==> config.mk <==
export PLATFORM = sky130hd
export DESIGN_NAME = i2s_sample_sched
export DESIGN_NICKNAME = d
export VERILOG_FILES = /design/src/rtl/i2s_sample_sched_pkg.sv /design/src/rtl/i2s_sample_sched_fifo.sv /design/src/rtl/i2s_sample_sched.sv
export SDC_FILE = /design/constraint.sdc
export NUM_CORES = 1
export LEC_CHECK = 0
export ABC_AREA = 1
export CAP_MARGIN = 5
export CORE_UTILIZATION = 51
export DETAILED_ROUTE_END_ITERATION = 10
export PLACE_DENSITY = 0.74
export SYNTH_ARGS = -nofsm -noshare
export SYNTH_HDL_FRONTEND = slang
export SYNTH_SLANG_ARGS = --single-unit
==> constraint.sdc <==
create_clock -name clk -period 2.55 [get_ports clk]
set_clock_uncertainty 0.15 [all_clocks]
set_input_delay 0.51 -clock clk [delete_from_list [all_inputs] [get_ports clk]]
set_output_delay 0.51 -clock clk [all_outputs]
set_load 0.05 [all_outputs]
==> src/rtl/i2s_sample_sched_pkg.sv <==
// i2s_sample_sched_pkg: source modes, frame FSM states and stereo sample container
package i2s_sample_sched_pkg;
  typedef enum logic [1:0] {
    MODE_SRC0 = 2'd0,
    MODE_SRC1 = 2'd1,
    MODE_MIX  = 2'd2,
    MODE_RSVD = 2'd3
  } mode_e;
  typedef enum logic [1:0] {
    S_IDLE,
    S_FETCH,
    S_MIX,
    S_STROBE
  } state_e;
  localparam int SAMPLE_WIDTH_MAX = 32;
  // Widest supported stereo sample; narrower samples occupy the low bits.
  typedef struct packed {
    logic [SAMPLE_WIDTH_MAX-1:0] left;
    logic [SAMPLE_WIDTH_MAX-1:0] right;
  } stereo_t;
endpackage

==> src/rtl/i2s_sample_sched_fifo.sv <==
// sample_fifo: synchronous FIFO with fall-through head; push is refused while full
module sample_fifo #(
  parameter int WIDTH = 32,
  parameter int DEPTH = 4
) (
  input  logic             clk,
  input  logic             reset,
  input  logic             push,
  input  logic             pop,
  input  logic [WIDTH-1:0] din,
  output logic             full,
  output logic             empty,
  output logic [WIDTH-1:0] head
);
  localparam int AW = $clog2(DEPTH);
  logic [WIDTH-1:0] mem [DEPTH];
  logic [AW-1:0] wp, rp;
  logic [AW:0] cnt;
  logic do_push, do_pop;
  assign full = cnt == (AW+1)'(DEPTH);
  assign empty = cnt == '0;
  assign head = mem[rp];
  assign do_push = push && !full;
  assign do_pop = pop && !empty;
  always_ff @(posedge clk or negedge reset) begin
    if (!reset) begin
      wp <= '0;
      rp <= '0;
      cnt <= '0;
    end else begin
      if (do_push) wp <= wp + AW'(1);
      if (do_pop) rp <= rp + AW'(1);
      cnt <= cnt + (AW+1)'(do_push) - (AW+1)'(do_pop);
    end
  end
  always_ff @(posedge clk) begin
    if (do_push) mem[wp] <= din;
  end
endmodule

==> src/rtl/i2s_sample_sched.sv <==
// i2s_sample_sched: per-frame sample scheduler feeding an I2S transmitter from two FIFO'd sources.
// Define I2S_SAMPLE_SCHED_MIX_EN to build the saturating MIX mode; otherwise mode 2 plays SRC0.
module i2s_sample_sched
  import i2s_sample_sched_pkg::*;
#(
  parameter int  SAMPLE_WIDTH = 16,
  parameter real CLK_FREQ     = 12.288e6,
  parameter real SAMPLE_FREQ  = 48e3,
  parameter int  FIFO_DEPTH   = 4
) (
  input  logic                    clk,
  input  logic                    reset,
  input  logic [1:0]              mode,
  input  logic                    src0_valid,
  input  logic                    src1_valid,
  input  logic [SAMPLE_WIDTH-1:0] src0_left,
  input  logic [SAMPLE_WIDTH-1:0] src0_right,
  input  logic [SAMPLE_WIDTH-1:0] src1_left,
  input  logic [SAMPLE_WIDTH-1:0] src1_right,
  output logic                    src0_ready,
  output logic                    src1_ready,
  output logic [SAMPLE_WIDTH-1:0] left_channel,
  output logic [SAMPLE_WIDTH-1:0] right_channel,
  output logic                    sample_clk_en,
  output logic                    underrun,
  output logic [7:0]              underrun_count
);
  localparam int SW = SAMPLE_WIDTH;
  localparam int TICK_DIV = $rtoi(CLK_FREQ / SAMPLE_FREQ);
  localparam int CW = $clog2(TICK_DIV);
  state_e state, state_nx;
  mode_e sel, sel_q;
  logic [CW-1:0] cnt;
  logic tick, in_fetch, in_mix, ok, ur_q, live;
  logic pop0, pop1, full0, full1, empty0, empty1;
  logic [2*SW-1:0] head0, head1, snap0, snap1;
  logic [SW-1:0] mix_l, mix_r;
  assign tick = cnt == CW'(TICK_DIV - 1);
  assign src0_ready = live && !full0;
  assign src1_ready = live && !full1;
`ifdef I2S_SAMPLE_SCHED_MIX_EN
  assign sel = mode == 2'd1 ? MODE_SRC1 : mode == 2'd2 ? MODE_MIX : MODE_SRC0;
  function automatic logic [SW-1:0] sat_add(logic [SW-1:0] a, logic [SW-1:0] b);
    logic [SW:0] s;
    s = {a[SW-1], a} + {b[SW-1], b};
    return (s[SW] ^ s[SW-1]) ? {s[SW], {(SW-1){~s[SW]}}} : s[SW-1:0];
  endfunction
  assign mix_l = sel_q == MODE_SRC1 ? snap1[2*SW-1:SW] :
                 sel_q == MODE_MIX  ? sat_add(snap0[2*SW-1:SW], snap1[2*SW-1:SW]) : snap0[2*SW-1:SW];
  assign mix_r = sel_q == MODE_SRC1 ? snap1[SW-1:0] :
                 sel_q == MODE_MIX  ? sat_add(snap0[SW-1:0], snap1[SW-1:0]) : snap0[SW-1:0];
`else
  assign sel = mode == 2'd1 ? MODE_SRC1 : MODE_SRC0;
  assign mix_l = sel_q == MODE_SRC1 ? snap1[2*SW-1:SW] : snap0[2*SW-1:SW];
  assign mix_r = sel_q == MODE_SRC1 ? snap1[SW-1:0] : snap0[SW-1:0];
`endif
  // A frame proceeds only if every source the mode needs has data.
  assign ok = !((sel != MODE_SRC1 && empty0) || (sel != MODE_SRC0 && empty1));
  always_ff @(posedge clk or negedge reset) begin
    if (!reset) state <= S_IDLE;
    else state <= state_nx;
  end
  always_comb begin
    state_nx = state == S_IDLE  ? (tick ? S_FETCH : S_IDLE) :
               state == S_FETCH ? S_MIX :
               state == S_MIX   ? S_STROBE : S_IDLE;
  end
  always_comb begin
    in_fetch = state == S_FETCH;
    in_mix = state == S_MIX;
    sample_clk_en = state == S_STROBE;
    underrun = sample_clk_en && ur_q;
    pop0 = in_fetch && ok && !empty0;
    pop1 = in_fetch && ok && !empty1;
  end
  always_ff @(posedge clk or negedge reset) begin
    if (!reset) begin
      cnt <= '0;
      live <= 1'b0;
      sel_q <= MODE_SRC0;
      ur_q <= 1'b0;
      snap0 <= '0;
      snap1 <= '0;
      left_channel <= '0;
      right_channel <= '0;
      underrun_count <= '0;
    end else begin
      cnt <= tick ? '0 : cnt + CW'(1);
      live <= 1'b1;
      if (in_fetch) begin
        sel_q <= sel;
        ur_q <= !ok;
        snap0 <= head0;
        snap1 <= head1;
      end
      if (in_mix && !ur_q) begin
        left_channel <= mix_l;
        right_channel <= mix_r;
      end
      if (underrun && underrun_count != 8'hFF) underrun_count <= underrun_count + 8'd1;
    end
  end
  sample_fifo #(.WIDTH(2*SW), .DEPTH(FIFO_DEPTH)) u_fifo0 (
    .clk(clk), .reset(reset), .push(src0_valid && src0_ready), .pop(pop0),
    .din({src0_left, src0_right}), .full(full0), .empty(empty0), .head(head0)
  );
  sample_fifo #(.WIDTH(2*SW), .DEPTH(FIFO_DEPTH)) u_fifo1 (
    .clk(clk), .reset(reset), .push(src1_valid && src1_ready), .pop(pop1),
    .din({src1_left, src1_right}), .full(full1), .empty(empty1), .head(head1)
  );
endmodule
After elaboration in Yosys (flattened, before gate mapping)
Memory sizes are Yosys's and may differ from the RTL's. A register that Yosys moved wholly into a read port is not among the register bits.
Index checks and enable logic that the tools add are counted.

word-level totals
  logic and storage cells = 77
  memory bits (writable) = 256
  latch bits = 0
  bits in read-only memories = 0
  bits in registers = 68
  memories = 2

operators by class
  shift-type cells = 0
  $lt $le $gt $ge = 0
  div/mod/pow operators = 0
  multiplexer cells = 12
  equality and inequality tests = 10
  reduce and logical (&&, ||, !) cells = 29
  $mul = 0
  bitwise operators = 0
  add/subtract/negate cells = 10

memory list
  name         depth  bits a word  read ports  clocked after memory_dff  write ports  RTL line                     text
  u_fifo0.mem  4      32           1           1                         1            i2s_sample_sched_fifo.sv:16  logic [WIDTH-1:0] mem [DEPTH];
  u_fifo1.mem  4      32           1           1                         1            i2s_sample_sched_fifo.sv:16

operators by type and width
  operator               count
  $mux W16               2
  $add A8 B1 Y8 const B  2
  $logic_and A1 B1 Y1    16
  $add A2 B1 Y2 const B  4
  $eq A8 B8 Y1 const B   1
  $logic_not A1 Y1       8
  $mux W8                1
  $ne A8 B8 Y1 const B   1
  $add A3 B1 Y3          2
  $eq A2 B1 Y1 const B   3
  $eq A3 B3 Y1 const B   2
  $logic_not A3 Y1       2
  $mux W1                6
  $mux W2                3
  $sub A3 B1 Y3          2
  $eq A2 B2 Y1 const B   2
  $logic_not A2 Y1       1
  $reduce_bool A2 Y1     1
  $logic_or A1 B1 Y1     1
  $ne A1 B1 Y1 const B   1

Depth between registers and ports, before layout
Gate-level depths: netlist (run 1).

  depth after elaboration = 10
  gate-level depth with buffers = 14

Hierarchy
From an unflattened synthesis (run 1), not the netlist that was laid out.

unflattened totals
  cell total of the unflattened synthesis = 1507
  area, all modules = 16037.9 um^2

modules (own cells, without submodules)
  module            cells an instance  area an instance (um^2)  times used
  sample_fifo       464                5466.5                   2
  i2s_sample_sched  579                5104.9                   1

Worst setup path before layout (run 1)
OpenSTA, ideal clock, no wires.

  kind = reg2reg
  start = reg u_fifo1.cnt[1]
  end = mem u_fifo1.mem[0][0], enable pin
  setup slack = -101 ps
  buffers on the path = 0
  required time = 1979 ps
  stages on the path, launching flop included = 5
  clock period less this slack = 2651 ps
  library setup time = 421 ps
  arrival time = 2079 ps
  cells stage by stage = dfrtp_1 -> inv_1 -> nand3_1 -> nand3_1 -> nor2_1

between the ends
  longest elaborated chain between the ends = 7

RTL lines
  item                               RTL line                                             text
  from (decl)                        i2s_sample_sched_fifo.sv:18                          logic [AW:0] cnt;
  from (signal assigned)             i2s_sample_sched_fifo.sv:33                          cnt <= cnt + (AW+1)'(do_push) - (AW+1)'(do_pop);
  $eq A3 B3 Y1 (*)                   i2s_sample_sched_fifo.sv:20                          assign full = cnt == (AW+1)'(DEPTH);
  $logic_not A1 Y1 (*)               i2s_sample_sched_fifo.sv:23, i2s_sample_sched.sv:40
  $logic_and A1 B1 Y1                i2s_sample_sched.sv:40                               assign src1_ready = live && !full1;
  $logic_and A1 B1 Y1                i2s_sample_sched.sv:108                              .clk(clk), .reset(reset), .push(src1_valid && src1_ready), .pop(pop1),
  $logic_and A1 B1 Y1 (*)            i2s_sample_sched_fifo.sv:23                          assign do_push = push && !full;
  $mux W1 (*)                        i2s_sample_sched_fifo.sv:37                          if (do_push) mem[wp] <= din;
  $mux W1 (implied by the code) (*)  i2s_sample_sched_fifo.sv:37
  to (decl)                          i2s_sample_sched_fifo.sv:16

Every way passes the cells marked *; elsewhere a longest branch is shown, timed or not.

Worst setup path after layout (run 1)
  start = reg state[0]
  end = out underrun

between the ends
  longest elaborated chain between the ends = 2

RTL lines
  item                    RTL line                text
  from (decl)             i2s_sample_sched.sv:31  state_e state, state_nx;
  from (signal assigned)  i2s_sample_sched.sv:61  else state <= state_nx;
  $eq A2 B2 Y1            i2s_sample_sched.sv:71  sample_clk_en = state == S_STROBE;
  $logic_and A1 B1 Y1     i2s_sample_sched.sv:72  underrun = sample_clk_en && ur_q;
  to (decl)               i2s_sample_sched.sv:25  output logic underrun,

No other way between the ends.

==> results of run 1 <==
==> repair_timing <==
action	CTS	global route
setup buffers	0	1
hold buffers	1	0
resized for setup	3	4
hold endpoints to repair	55	0
endpoints found under the setup margin	3	4
gates cloned	0	0
pin swaps	0	1
==> worst max path at each step <==
stage,endpoint,cells past startpoint,slack [ns]
6_report,underrun,4,0.03
5_1_grt,underrun,4,0.0002
4_1_cts,u_fifo1.cnt[2]$_DFF_PN0_,14,0.01
3_5_place_dp,u_fifo1.cnt[2]$_DFF_PN0_,13,-0.23
3_3_place_gp,u_fifo1.cnt[1]$_DFF_PN0_,13,-0.16
2_1_floorplan,u_fifo1.mem[0][0]$_DFFE_PP_,4,-0.10
==> cell type report <==
class,count,area [µm²]
multi-input combinational,849,3880
fill,2254,11400
inverter,50,188
tap,390,488
clock inverter,11,82.6
clock buffer,61,1170
timing repair buffer,148,1550
sequential,387,11000
==> stage by stage <==
stage          cells  TNS [ns]  power (W)  setup WS (ns)  cell area (µm²)
4_1_cts         1895         0     0.0142         0.0129            18300
5_1_grt         1896         0     0.0146       0.000249            18300
3_3_place_gp    1822    -0.474    0.00858         -0.156            17000
6_report        1896         0     0.0141         0.0278            18300
2_1_floorplan   1355    -25.61    0.00809         -0.101            15500
3_5_place_dp    1822    -0.659    0.00865         -0.226            17000
==> synth_stat cells <==
| library cell | instances | area [µm²] |
|---|---|---|
| o21ai_1 | 31 | 155 |
| conb_1 | 1 | 3.75 |
| buf_12 | 4 | 80.1 |
| nand4_1 | 3 | 18.8 |
| o21ai_0 | 102 | 510 |
| nand3_1 | 16 | 80.1 |
| dfrtp_1 | 131 | 3280 |
| ha_1 | 19 | 238 |
| nand2_2 | 1 | 6.26 |
| nor3_1 | 1 | 5.00 |
| inv_2 | 2 | 7.51 |
| buf_1 | 1 | 3.75 |
| inv_1 | 48 | 180 |
| xor2_1 | 9 | 78.8 |
| clkbuf_1 | 13 | 48.8 |
| buf_4 | 9 | 67.6 |
| nor2_1 | 438 | 1640 |
| buf_2 | 25 | 125 |
| a31oi_1 | 34 | 213 |
| edfxtp_1 | 256 | 7690 |
| a21oi_1 | 66 | 330 |
| buf_6 | 6 | 67.6 |
| fa_1 | 2 | 40.0 |
| nand2_1 | 116 | 435 |
| xnor2_1 | 5 | 43.8 |
| buf_8 | 4 | 60.1 |
| clkbuf_2 | 7 | 35.0 |
| nand3b_1 | 2 | 15.0 |
| nor2_2 | 2 | 12.5 |
| nor2_4 | 1 | 11.3 |
==> worst max-delay path: cells and delay by family (launching register included) <==
kind	cells	cell delay [ns]
adders and majority gates	1	0.32
buffers and inverters	2	0.43
DFF	1	0.41
and+or+nand+nor	1	0.18
==> sequential cells by signal, summed over array words and instances, names as in the netlist <==
signal / flops
u_fifo1.wp: 2
u_fifo0.wp: 2
left_channel: 16
u_fifo1.rp: 2
u_fifo0.rp: 2
right_channel: 16
u_fifo0.cnt: 3
ur_q: 1
live: 1
snap1: 32
cnt: 8
state: 2
u_fifo1.cnt: 3
u_fifo1.mem: 128
underrun_count: 8
snap0: 32
sel_q: 1
u_fifo0.mem: 128
==> where the power goes <==
part | internal, W | switching [W] | leakage (nW)
logic | 0.000393 | 0.000715 | 2.60
registers | 0.00725 | 0.000150 | 4.10
clock network | 0.00327 | 0.00229 | 0.614
==> metal layers <==
metal  vias to the layer above  part of all wire [%]
met5                         -                     0
met4                         0                   2.7
met3                        59                   5.1
met2                       265                    50
met1                      5030                    42
li1                       4808                     -
==> logic make-up after synthesis <==
| kind of cell | after synthesis | synth area share (%) |
|---|---|---|
| AO/OA/AOI/OAI | 233 | 7.81 |
| adder cells (fa/ha/maj) | 21 | 1.79 |
| flip-flops | 387 | 70.8 |
| XOR/XNOR | 14 | 0.792 |
| AND/OR/NAND/NOR | 580 | 14.4 |
| other | 1 | 0.0242 |
| buffers and inverters | 119 | 4.36 |
==> metrics.yaml, run 1 <==
use_met2_pct: 37.4
max_slew_margin_pct: 40.5
overflow: 0
holdPathStages: 1
grt_first_pass_wirelength_um: 52500
cap_viol_max_count: 0
diodes: 0
cts_tree: "done"
cp.arrival_ns: 1.86
die_h_um: 176
yosysUniqueCellTypes: 30
final_common_cell: "nor2_1"
drcViolationCount: 0
vias_per_cell: 5.36
hold_end: "cnt[0]$_DFF_PN0_"
htreeDepth: 2
r2r-start: "state[1]$_DFF_PN0_"
critPathRequiredTime_ns: 1.89
die_area_um2: 31100
dp_hpwl_um: 19500
grt_pass1_vias: 10000
grtUsageMet1_pct: 29.7
crit_type: "reg2out"
drt_iter0_drc: 867
syn_avg_cell_area_um2: 11.4
clockBufferDepth: 3
leakage_nw: 7.32
antenna_found_initial: 0
die-width_um: 176
drive_above_1_share_pct: 7.50
port-buffer-count: 113
period_needed_ns: 2.52
post_drt_wl_per_cell_um: 17.7
place_congestion: 0.812
hold_path_startpoint: "cnt[0]$_DFF_PN0_"
final_nets: 1567
design.portCount: 114
layout_common_cells: "430 x nor2_1, 256 x edfxtp_1, 129 x dfrtp_1"
cpPeakStageDelay_ns: 0.41
period_share_pct: 98.9
grt_start_max_net_pins: 67
busiest_layer: "met2"
rsz0062_at_grt: "no"
row_count: 63
tightestPinTransition_ns: 0.893
ys_seq_area_share_pct: 70.8
hold_ws_ns: 0.306
status: "finished clean"
vdd_drop_max_v: 0.000572
core-area_um2: 29700
num_vias: 10200
cp_max_fo: 6
first_pass_iters: 8
antenna_left: 0
track_usage_pct: 22.2
insertion_delay_ns: 0.52
power_density_nw_per_um2: 767
hold_class: "reg2reg"
areaGrowthSynthToFinish_pct: 18.4
syn_inst: 1355
totalWireLength_um: 33500
synth.ff_latch_count: 387
clk_pin_slew_ns: 0.06
initial_core_util_pct: 52.1
cts.sinks: 387
slew_viol_final: 0
max_freq_ghz: 0.396
cts_root_buf: "clkbuf_16"
fin_util_pct: 61.7
grt_use_met3_pct: 3.10
finalHoldViolations: 0
path_cells: "ha_1 -> nand2_1 -> inv_1 -> buf_4"
critPathCaptureType: "output port"
ff2ff_path_depth: 14
syn_area_um2: 15500
syn_nets: 1446
r2r_end: "u_fifo1.cnt[2]$_DFF_PN0_"
ys.warnings.count: 0
critPathSlowestCell: "dfrtp_1"
setup_viol: 0
r2r_setup_slack_ns: 0.19
cts_buffers: 40
crit_start: "state[0]$_DFF_PN0_"
startpoint_type: "flip-flop"
No activity file was read; power rests on OpenSTA's default activity.
==> inputs of run 2 (changes only) <==
--- a/config.mk
+++ b/config.mk
@@ -10,6 +10,7 @@
 export CORE_UTILIZATION = 51
 export DETAILED_ROUTE_END_ITERATION = 10
 export PLACE_DENSITY = 0.74
+export SLEW_MARGIN = 20
 export SYNTH_ARGS = -nofsm -noshare
 export SYNTH_HDL_FRONTEND = slang
 export SYNTH_SLANG_ARGS = --single-unit
==> results of run 2 <==
Final layout, timing and power as in run 1 (identical DEF).
==> inputs of run 3 (changes only) <==
--- a/config.mk
+++ b/config.mk
@@ -8,6 +8,7 @@
 export ABC_AREA = 1
 export CAP_MARGIN = 5
 export CORE_UTILIZATION = 51
+export CTS_CLUSTER_SIZE = 28
 export DETAILED_ROUTE_END_ITERATION = 10
 export PLACE_DENSITY = 0.74
 export SLEW_MARGIN = 20
==> results of run 3 <==
Final layout, timing and power as in run 1 (identical DEF).
